$ cat config.mk
export PLATFORM = sky130hd
export DESIGN_NAME = iddmm_carry_wb_flat
export DESIGN_NICKNAME = d
export VERILOG_FILES = /design/src/rtl/iddmm_carry_wb_pkg.sv /design/src/rtl/iddmm_carry_wb_if.sv /design/src/rtl/iddmm_align_pipe.sv /design/src/rtl/iddmm_carry_wb.sv /design/src/flat_wrapper.sv
export SDC_FILE = /design/constraint.sdc
export NUM_CORES = 1
export LEC_CHECK = 0
export ABC_AREA = 1
export ABC_CLOCK_PERIOD_IN_PS = 1600
export CAP_MARGIN = 15
export CORE_AREA = 2 2 208 210
export DETAILED_ROUTE_END_ITERATION = 10
export DIE_AREA = 0 0 210 212
export PLACE_DENSITY_LB_ADDON = 0.15
export SYNTH_ARGS = -nofsm -noshare
export SYNTH_HDL_FRONTEND = slang
export SYNTH_SLANG_ARGS = --single-unit
$ cat constraint.sdc
create_clock -name clk -period 1.6 [get_ports clk]
set_input_delay 0.24 -clock clk [delete_from_list [all_inputs] [get_ports clk]]
set_output_delay 0.24 -clock clk [all_outputs]
set_load 0.01 [all_outputs]
$ cat src/rtl/iddmm_carry_wb_pkg.sv
// Shared constants and types for the IDDMM datapath stages.
package iddmm_pkg;
    localparam int K      = 128;
    localparam int N      = 32;
    localparam int ADDR_W = $clog2(N);
    localparam int LAT    = 2;

    typedef enum logic [1:0] {IDLE, RUN, DONE} state_t;
    typedef logic [K-1:0]  digit_t;
    typedef logic [ADDR_W:0] jidx_t;
endpackage

$ cat src/rtl/iddmm_carry_wb_if.sv
// Adder-side and result-RAM-side signals of the carry/writeback stage.
interface iddmm_carry_wb_if #(
    parameter int K      = 128,
    parameter int N      = 32,
    parameter int ADDR_W = $clog2(N)
);
    logic              start;
    logic              first_iter;
    logic              in_valid;
    logic [ADDR_W:0]   j_cnt;
    logic [2*K-1:0]    adder_result;
    logic [K-1:0]      carry_word;
    logic              top_carry;
    logic              wr_en;
    logic [ADDR_W-1:0] wr_addr;
    logic [K-1:0]      wr_data;
    logic              busy;
    logic              iter_done;
    logic              seq_err;
    logic              lsd_err;

    modport slave (
        input  start, first_iter, in_valid, j_cnt, adder_result,
        output carry_word, top_carry, wr_en, wr_addr, wr_data,
               busy, iter_done, seq_err, lsd_err
    );
    modport master (
        output start, first_iter, in_valid, j_cnt, adder_result,
        input  carry_word, top_carry, wr_en, wr_addr, wr_data,
               busy, iter_done, seq_err, lsd_err
    );
endinterface

$ cat src/rtl/iddmm_align_pipe.sv
// LAT-deep delay line for an issue-valid bit and its digit index.
module iddmm_align_pipe #(
    parameter int LAT = 2,
    parameter int JW  = 6
) (
    input  logic          clk,
    input  logic          rst_n,
    input  logic          in_valid,
    input  logic [JW-1:0] j_in,
    output logic          r_valid,
    output logic [JW-1:0] r_j
);
    logic [LAT-1:0] v_q;
    logic [JW-1:0]  j_q [LAT];

    always_ff @(posedge clk or negedge rst_n) begin
        if (!rst_n) begin
            v_q <= '0;
            for (int i = 0; i < LAT; i++) j_q[i] <= '0;
        end else begin
            v_q[0] <= in_valid;
            j_q[0] <= j_in;
            for (int i = 1; i < LAT; i++) begin
                v_q[i] <= v_q[i-1];
                j_q[i] <= j_q[i-1];
            end
        end
    end

    assign r_valid = v_q[LAT-1];
    assign r_j     = j_q[LAT-1];
endmodule

$ cat src/rtl/iddmm_carry_wb.sv
// Carry/writeback stage: splits adder sums into result digits (written one digit down) and carry feedback.
module iddmm_carry_wb #(
    parameter int K      = 128,
    parameter int N      = 32,
    parameter int LAT    = 2,
    parameter int ADDR_W = $clog2(N)
) (
    input logic clk,
    input logic rst_n,
    iddmm_carry_wb_if.slave bus
);
    import iddmm_pkg::*;

    // state | meaning
    // IDLE  | waiting for start; aligned beats are dropped
    // RUN   | accepting aligned beats until digit N
    // DONE  | one-cycle iter_done pulse
    localparam logic [ADDR_W:0] J_LAST = (ADDR_W+1)'(N);

    state_t            state_q, state_d;
    logic [K-1:0]      carry_q, carry_d, wr_data_q, wr_data_d, lo, hi;
    logic [ADDR_W-1:0] wr_addr_q, wr_addr_d;
    logic [ADDR_W:0]   exp_q, exp_d, r_j;
    logic              top_q, top_d, wr_en_q, wr_en_d;
    logic              seq_q, seq_d, lsd_q, lsd_d, r_valid;

    iddmm_align_pipe #(.LAT(LAT), .JW(ADDR_W+1)) u_align (
        .clk     (clk),
        .rst_n   (rst_n),
        .in_valid(bus.in_valid),
        .j_in    (bus.j_cnt),
        .r_valid (r_valid),
        .r_j     (r_j)
    );

    assign lo = bus.adder_result[K-1:0];
    assign hi = bus.adder_result[2*K-1:K];

    always_ff @(posedge clk or negedge rst_n) begin
        if (!rst_n) begin
            state_q   <= IDLE;
            carry_q   <= '0;
            top_q     <= 1'b0;
            wr_en_q   <= 1'b0;
            wr_addr_q <= '0;
            wr_data_q <= '0;
            exp_q     <= '0;
            seq_q     <= 1'b0;
            lsd_q     <= 1'b0;
        end else begin
            state_q   <= state_d;
            carry_q   <= carry_d;
            top_q     <= top_d;
            wr_en_q   <= wr_en_d;
            wr_addr_q <= wr_addr_d;
            wr_data_q <= wr_data_d;
            exp_q     <= exp_d;
            seq_q     <= seq_d;
            lsd_q     <= lsd_d;
        end
    end

    always_comb begin
        state_d   = state_q;
        carry_d   = carry_q;
        top_d     = top_q;
        wr_en_d   = 1'b0;
        wr_addr_d = wr_addr_q;
        wr_data_d = wr_data_q;
        exp_d     = exp_q;
        seq_d     = seq_q;
        lsd_d     = lsd_q;
        case (state_q)
            IDLE: begin
                if (bus.start) begin
                    carry_d = '0;
                    exp_d   = '0;
                    if (bus.first_iter) top_d = 1'b0;
                    state_d = RUN;
                end
            end
            RUN: begin
                if (r_valid) begin
                    exp_d = exp_q + 1'b1;
                    if (r_j != exp_q) seq_d = 1'b1;
                    if (r_j == '0) begin
                        if (lo != '0) lsd_d = 1'b1;
                        carry_d = hi;
                    end else if (r_j == J_LAST) begin
                        wr_en_d   = 1'b1;
                        wr_addr_d = ADDR_W'(N-1);
                        wr_data_d = lo;
                        top_d     = hi[0];
                        carry_d   = '0;
                        if (hi[K-1:1] != '0) seq_d = 1'b1;
                        state_d   = DONE;
                    end else if (r_j < J_LAST) begin
                        wr_en_d   = 1'b1;
                        wr_addr_d = ADDR_W'(r_j - 1'b1);
                        wr_data_d = lo;
                        carry_d   = hi;
                    end else begin
                        // index beyond N cannot be a legal digit; flag it and leave the RAM alone
                        seq_d   = 1'b1;
                        carry_d = hi;
                    end
                end
            end
            DONE:    state_d = IDLE;
            default: state_d = IDLE;
        endcase
    end

    assign bus.carry_word = carry_q;
    assign bus.top_carry  = top_q;
    assign bus.wr_en      = wr_en_q;
    assign bus.wr_addr    = wr_addr_q;
    assign bus.wr_data    = wr_data_q;
    assign bus.busy       = (state_q == RUN);
    assign bus.iter_done  = (state_q == DONE);
    assign bus.seq_err    = seq_q;
    assign bus.lsd_err    = lsd_q;
endmodule
$ cat src/flat_wrapper.sv
// flat-port wrapper written by rule: the top's interface ports become plain ports
module iddmm_carry_wb_flat import iddmm_pkg::*;
#(
    parameter int K      = 128,
    parameter int N      = 32,
    parameter int LAT    = 2,
    parameter int ADDR_W = $clog2(N)
)
  (clk, rst_n, bus_start, bus_first_iter, bus_in_valid, bus_j_cnt, bus_adder_result, bus_carry_word, bus_top_carry, bus_wr_en, bus_wr_addr, bus_wr_data, bus_busy, bus_iter_done, bus_seq_err, bus_lsd_err);
  iddmm_carry_wb_if #(.K(K), .N(N), .ADDR_W(ADDR_W)) bus_i ();
  input logic clk;
  input logic rst_n;
  input wire logic [$bits(bus_i.start)-1:0] bus_start;
  input wire logic [$bits(bus_i.first_iter)-1:0] bus_first_iter;
  input wire logic [$bits(bus_i.in_valid)-1:0] bus_in_valid;
  input wire logic [$bits(bus_i.j_cnt)-1:0] bus_j_cnt;
  input wire logic [$bits(bus_i.adder_result)-1:0] bus_adder_result;
  output wire logic [$bits(bus_i.carry_word)-1:0] bus_carry_word;
  output wire logic [$bits(bus_i.top_carry)-1:0] bus_top_carry;
  output wire logic [$bits(bus_i.wr_en)-1:0] bus_wr_en;
  output wire logic [$bits(bus_i.wr_addr)-1:0] bus_wr_addr;
  output wire logic [$bits(bus_i.wr_data)-1:0] bus_wr_data;
  output wire logic [$bits(bus_i.busy)-1:0] bus_busy;
  output wire logic [$bits(bus_i.iter_done)-1:0] bus_iter_done;
  output wire logic [$bits(bus_i.seq_err)-1:0] bus_seq_err;
  output wire logic [$bits(bus_i.lsd_err)-1:0] bus_lsd_err;
  assign bus_i.start = bus_start;
  assign bus_i.first_iter = bus_first_iter;
  assign bus_i.in_valid = bus_in_valid;
  assign bus_i.j_cnt = bus_j_cnt;
  assign bus_i.adder_result = bus_adder_result;
  assign bus_carry_word = bus_i.carry_word;
  assign bus_top_carry = bus_i.top_carry;
  assign bus_wr_en = bus_i.wr_en;
  assign bus_wr_addr = bus_i.wr_addr;
  assign bus_wr_data = bus_i.wr_data;
  assign bus_busy = bus_i.busy;
  assign bus_iter_done = bus_i.iter_done;
  assign bus_seq_err = bus_i.seq_err;
  assign bus_lsd_err = bus_i.lsd_err;
  iddmm_carry_wb #(.K(K), .N(N), .LAT(LAT), .ADDR_W(ADDR_W)) u_core (.clk(clk), .rst_n(rst_n), .bus(bus_i));
endmodule
==> qor.txt <==
RSZ-0062 raised after global routing: true
Hold Fails Final Rpt: 0
Setup crit start kind: register
Worst Hold Class: in2reg
Worst-Skew Late Latency: 550 ps
Top FF cell, synth: dfrtp_1
Net count, final: 2215
Worst r2r src: u_core.u_align.r_j[1]$_DFF_PN0_
Reg2Reg Depth: 13
Static Leakage: 12.0 nW
Die H: 212 µm
Critical path required time: 2070 ps
Yosys reg bits: 287
Reg power frac: 35.0%
TritonCTS clock tree: done
PortBufs: 533
Crit Reg-Reg Endpoint: u_core.bus.wr_data[110]$_DFFE_PN0P_
MaxCap Viol Count: 0
Psw: 0.0108 W
Async SR Flop Fraction: 100%
Commonest cells post-synth: 287 x dfrtp_1, 209 x nand2_1, 175 x inv_1
# diodes: 0
Dpl ws: -377 ps
Clk slew on worst S/H paths: 50 ps
Outcome: finished with violations
Hold Path Depth: 1
Remaining DRCs: 0
Syn_area_per_cell: 9.90 µm²
Sequential cell area fraction in the yosys report: 60.8%
Worst R2R Setup Slack: -200 ps
Clock power share: 25.9%
FMAX: 554 MHz
Synth top area cells: dfrtp_1 61%, a32o_1 8.3%, nand2_1 6.6%, inv_1 5.6%, o21ai_0 4.8%
Failing checks: negative setup slack
Hold Startpoint: bus_j_cnt[0]
First-pass iteration count of the detailed router: 5
Period utilization: 113%
VDD IR max: 0.720 mV
Via/cell ratio: 4.65
Switching share of power: 33.3%
Post-Route WL: 49100 µm
Vias after detailed routing: 11700
Worst path bufs/invs: 5
Dominant cell type by area after synthesis: dfrtp_1
Worst slew margin: 75.6%
Clock sink count: 287
DR iter-0 viols: 717
Yosys top cell area share: 60.8%
Share of post-route cells with drive strength above 1: 24.0%
CP peak stage delay: 390 ps
CP max FO: 7
Area Growth Syn to Fin: 90.0%
Io pins: 534
Arrival time of the worst setup path: 2270 ps
Num CTS Buffers: 37
Final Setup Violations: 264
Area of the multi-input gates: 4250 µm²
Setup_tns: -38580 ps
Initial antenna violation count: 2
Horiz. Die Dim: 210 µm
Min Tclk post-route: 1800 ps
Register area: 7180 µm²
Yosys warns: 0
Core ar.: 42500 µm²
Std-Cell Rows: 76
Root Buffer: clkbuf_16
Power Dens Cells: 1450 nW/µm²
Comb power frac: 39.0%
# fillers: 3859
Net Count, Synth: 1463
Number of synthesized flops with an enable pin: 0
Wirelength per Cell: 19.5 µm
First-pass GRT wire length: 69200 µm
Synthesized area: 11800 µm²
Slew @ Worst Pin: 366 ps
Starting Density: 27.8%
Final Skew: 23.1 ps
CP max-delay cell: dfrtp_1
GR Overflow Total: 0
Worst setup margin: -204 ps
CP Class: reg2reg
Total Power: 0.0326 W
Count leader, synth: dfrtp_1
Clock Tree Buf Depth: 3
H-tree levels: 2
Largest net degree at the start of global routing: 100
CP Capture Type: register
Tot GR Track Use: 20.2%
Vias in the first global route: 11900
DP HPWL: 33500 µm
Min-Delay Endpoint: u_core.u_align.j_q[6]$_DFF_PN0_
Cell count after placement: 2394
Netlist cell types: 33
Max Slew Vio Count: 0
Layout Cells excl Fill: 2515
Worst path top cell family by delay: buffers and inverters
Critical Path, Cell by Cell: inv_2, ha_4, nand2_4, nor2_4, nand2_4, inv_4, nand2_2, nand3_4, buf_6, clkbuf_16, clkbuf_16, nand2_1, o21ai_1
Routed Antenna Nets: 0
Die area: 44500 µm²
Final GP Congestion: 0.831
Int Pwr: 0.0217 W
Post-Syn Instances: 1194
[cells in the final DEF, fill, tap and decap left out, drive strengths merged]
cell type      netlist  layout
nor3                 6       6
inv                179     180
nand4               35      35
xnor2                2       2
a32o                98      98
o21bai               1       1
ha                   2       2
buf                 51     234
dfrtp              287     287
bufinv               0       3
or2                  1       1
dlygate4sd2          0     127
o221ai               1       1
clkinv               0       2
dlymetal6s2s         0     137
clkbuf              17      71
clkdlybuf4s50        0     265
a21oi                7       7
o211ai               1       1
o21ai              167     167
o22ai                2       2
a21o                 1       1
clkinvlp             0       1
nand2              221     221
nor4                 1       1
dlygate4sd3          0       1
clkdlybuf4s15        0       1
nand3               16      16
o21a                 3       3
nor2                95      95
[power groups by stage]
| stage | registers (W) | clock network, W | logic (W) |
|---|---|---|---|
| 4_1_cts | 0.0113 | 0.00870 | 0.0122 |
| 5_1_grt | 0.0117 | 0.00898 | 0.0137 |
| 3_5_place_dp | 0.0113 | 0 | 0.0122 |
| 6_report | 0.0114 | 0.00845 | 0.0127 |
| 2_1_floorplan | 0.0123 | 0 | 0.00327 |
| 3_3_place_gp | 0.0112 | 0 | 0.0122 |
[worst max-delay path by stage]
stage,end,cells after the start,from,slack [ps]
after floorplan,u_core.bus.wr_addr[1]$_DFFE_PN0P_,12,u_core.u_align.r_j[0]$_DFF_PN0_,-6
after global placement,u_core.bus.seq_err$_DFFE_PN0P_,11,bus_adder_result[175],-410
after detailed placement,u_core.bus.seq_err$_DFFE_PN0P_,11,bus_adder_result[175],-380
after CTS,u_core.bus.wr_data[13]$_DFFE_PN0P_,12,u_core.u_align.r_j[0]$_DFF_PN0_,-190
after global routing,u_core.bus.wr_data[0]$_DFFE_PN0P_,12,u_core.u_align.r_j[0]$_DFF_PN0_,-290
final,u_core.bus.wr_data[110]$_DFFE_PN0P_,13,u_core.u_align.r_j[1]$_DFF_PN0_,-200
[layer usage]
metal | wire [µm] | global-route usage, %
met3 | 4360 | 7.02
met5 | 31 | 0
met2 | 24400 | 34.6
met1 | 19200 | 23.8
met4 | 1140 | 6.29
[cell families after synthesis]
group / after synthesis / share of synthesized area (%)
compound gates: 281 / 16.5
xor+xnor: 2 / 0.148
fa+ha+maj: 2 / 0.212
buf+inv: 247 / 8.90
flops: 287 / 60.8
simple gates: 375 / 13.4
[state kept, by name (all words and copies together), names as in the netlist]
name	flops
u_core.bus.carry_word	128
u_core.bus.wr_data	128
u_core.exp_q	6
u_core.u_align.j_q	6
u_core.u_align.r_j	6
u_core.bus.wr_addr	5
u_core.state_q	2
u_core.u_align.v_q	2
u_core.bus.lsd_err	1
u_core.bus.seq_err	1
u_core.bus.top_carry	1
u_core.bus.wr_en	1
[timing repair]
item | 4_1_cts | 5_1_grt
pin swaps | 5 | 12
hold buffers | 1 | 0
hold endpoints to repair | 234 | 0
setup endpoints to repair | 532 | 406
gates cloned | 14 | 19
setup buffers | 17 | 13
resized for setup | 309 | 285
[metrics by stage]
step / hold slack, ps / cell area (µm²) / utilization, %
floorplan: -55.6 / 11800 / -
global placement: 136 / 19200 / 45.2
detailed placement: 136 / 19200 / 45.2
CTS: 110 / 21100 / 49.6
global route: 130 / 22500 / 52.8
finish: 144 / 22500 / 52.8
[layout make-up]
| class | count | share of cell area (%) |
|---|---|---|
| multi-input cells | 660 | 18.9 |
| clock inverters | 7 | 0.535 |
| well taps | 546 | 3.04 |
| inverters | 179 | 3.02 |
| clock buffers | 55 | 4.88 |
| repair buffers | 781 | 37.6 |
| flip-flops and latches | 287 | 32.0 |
Power figures use the tool's default switching activity.
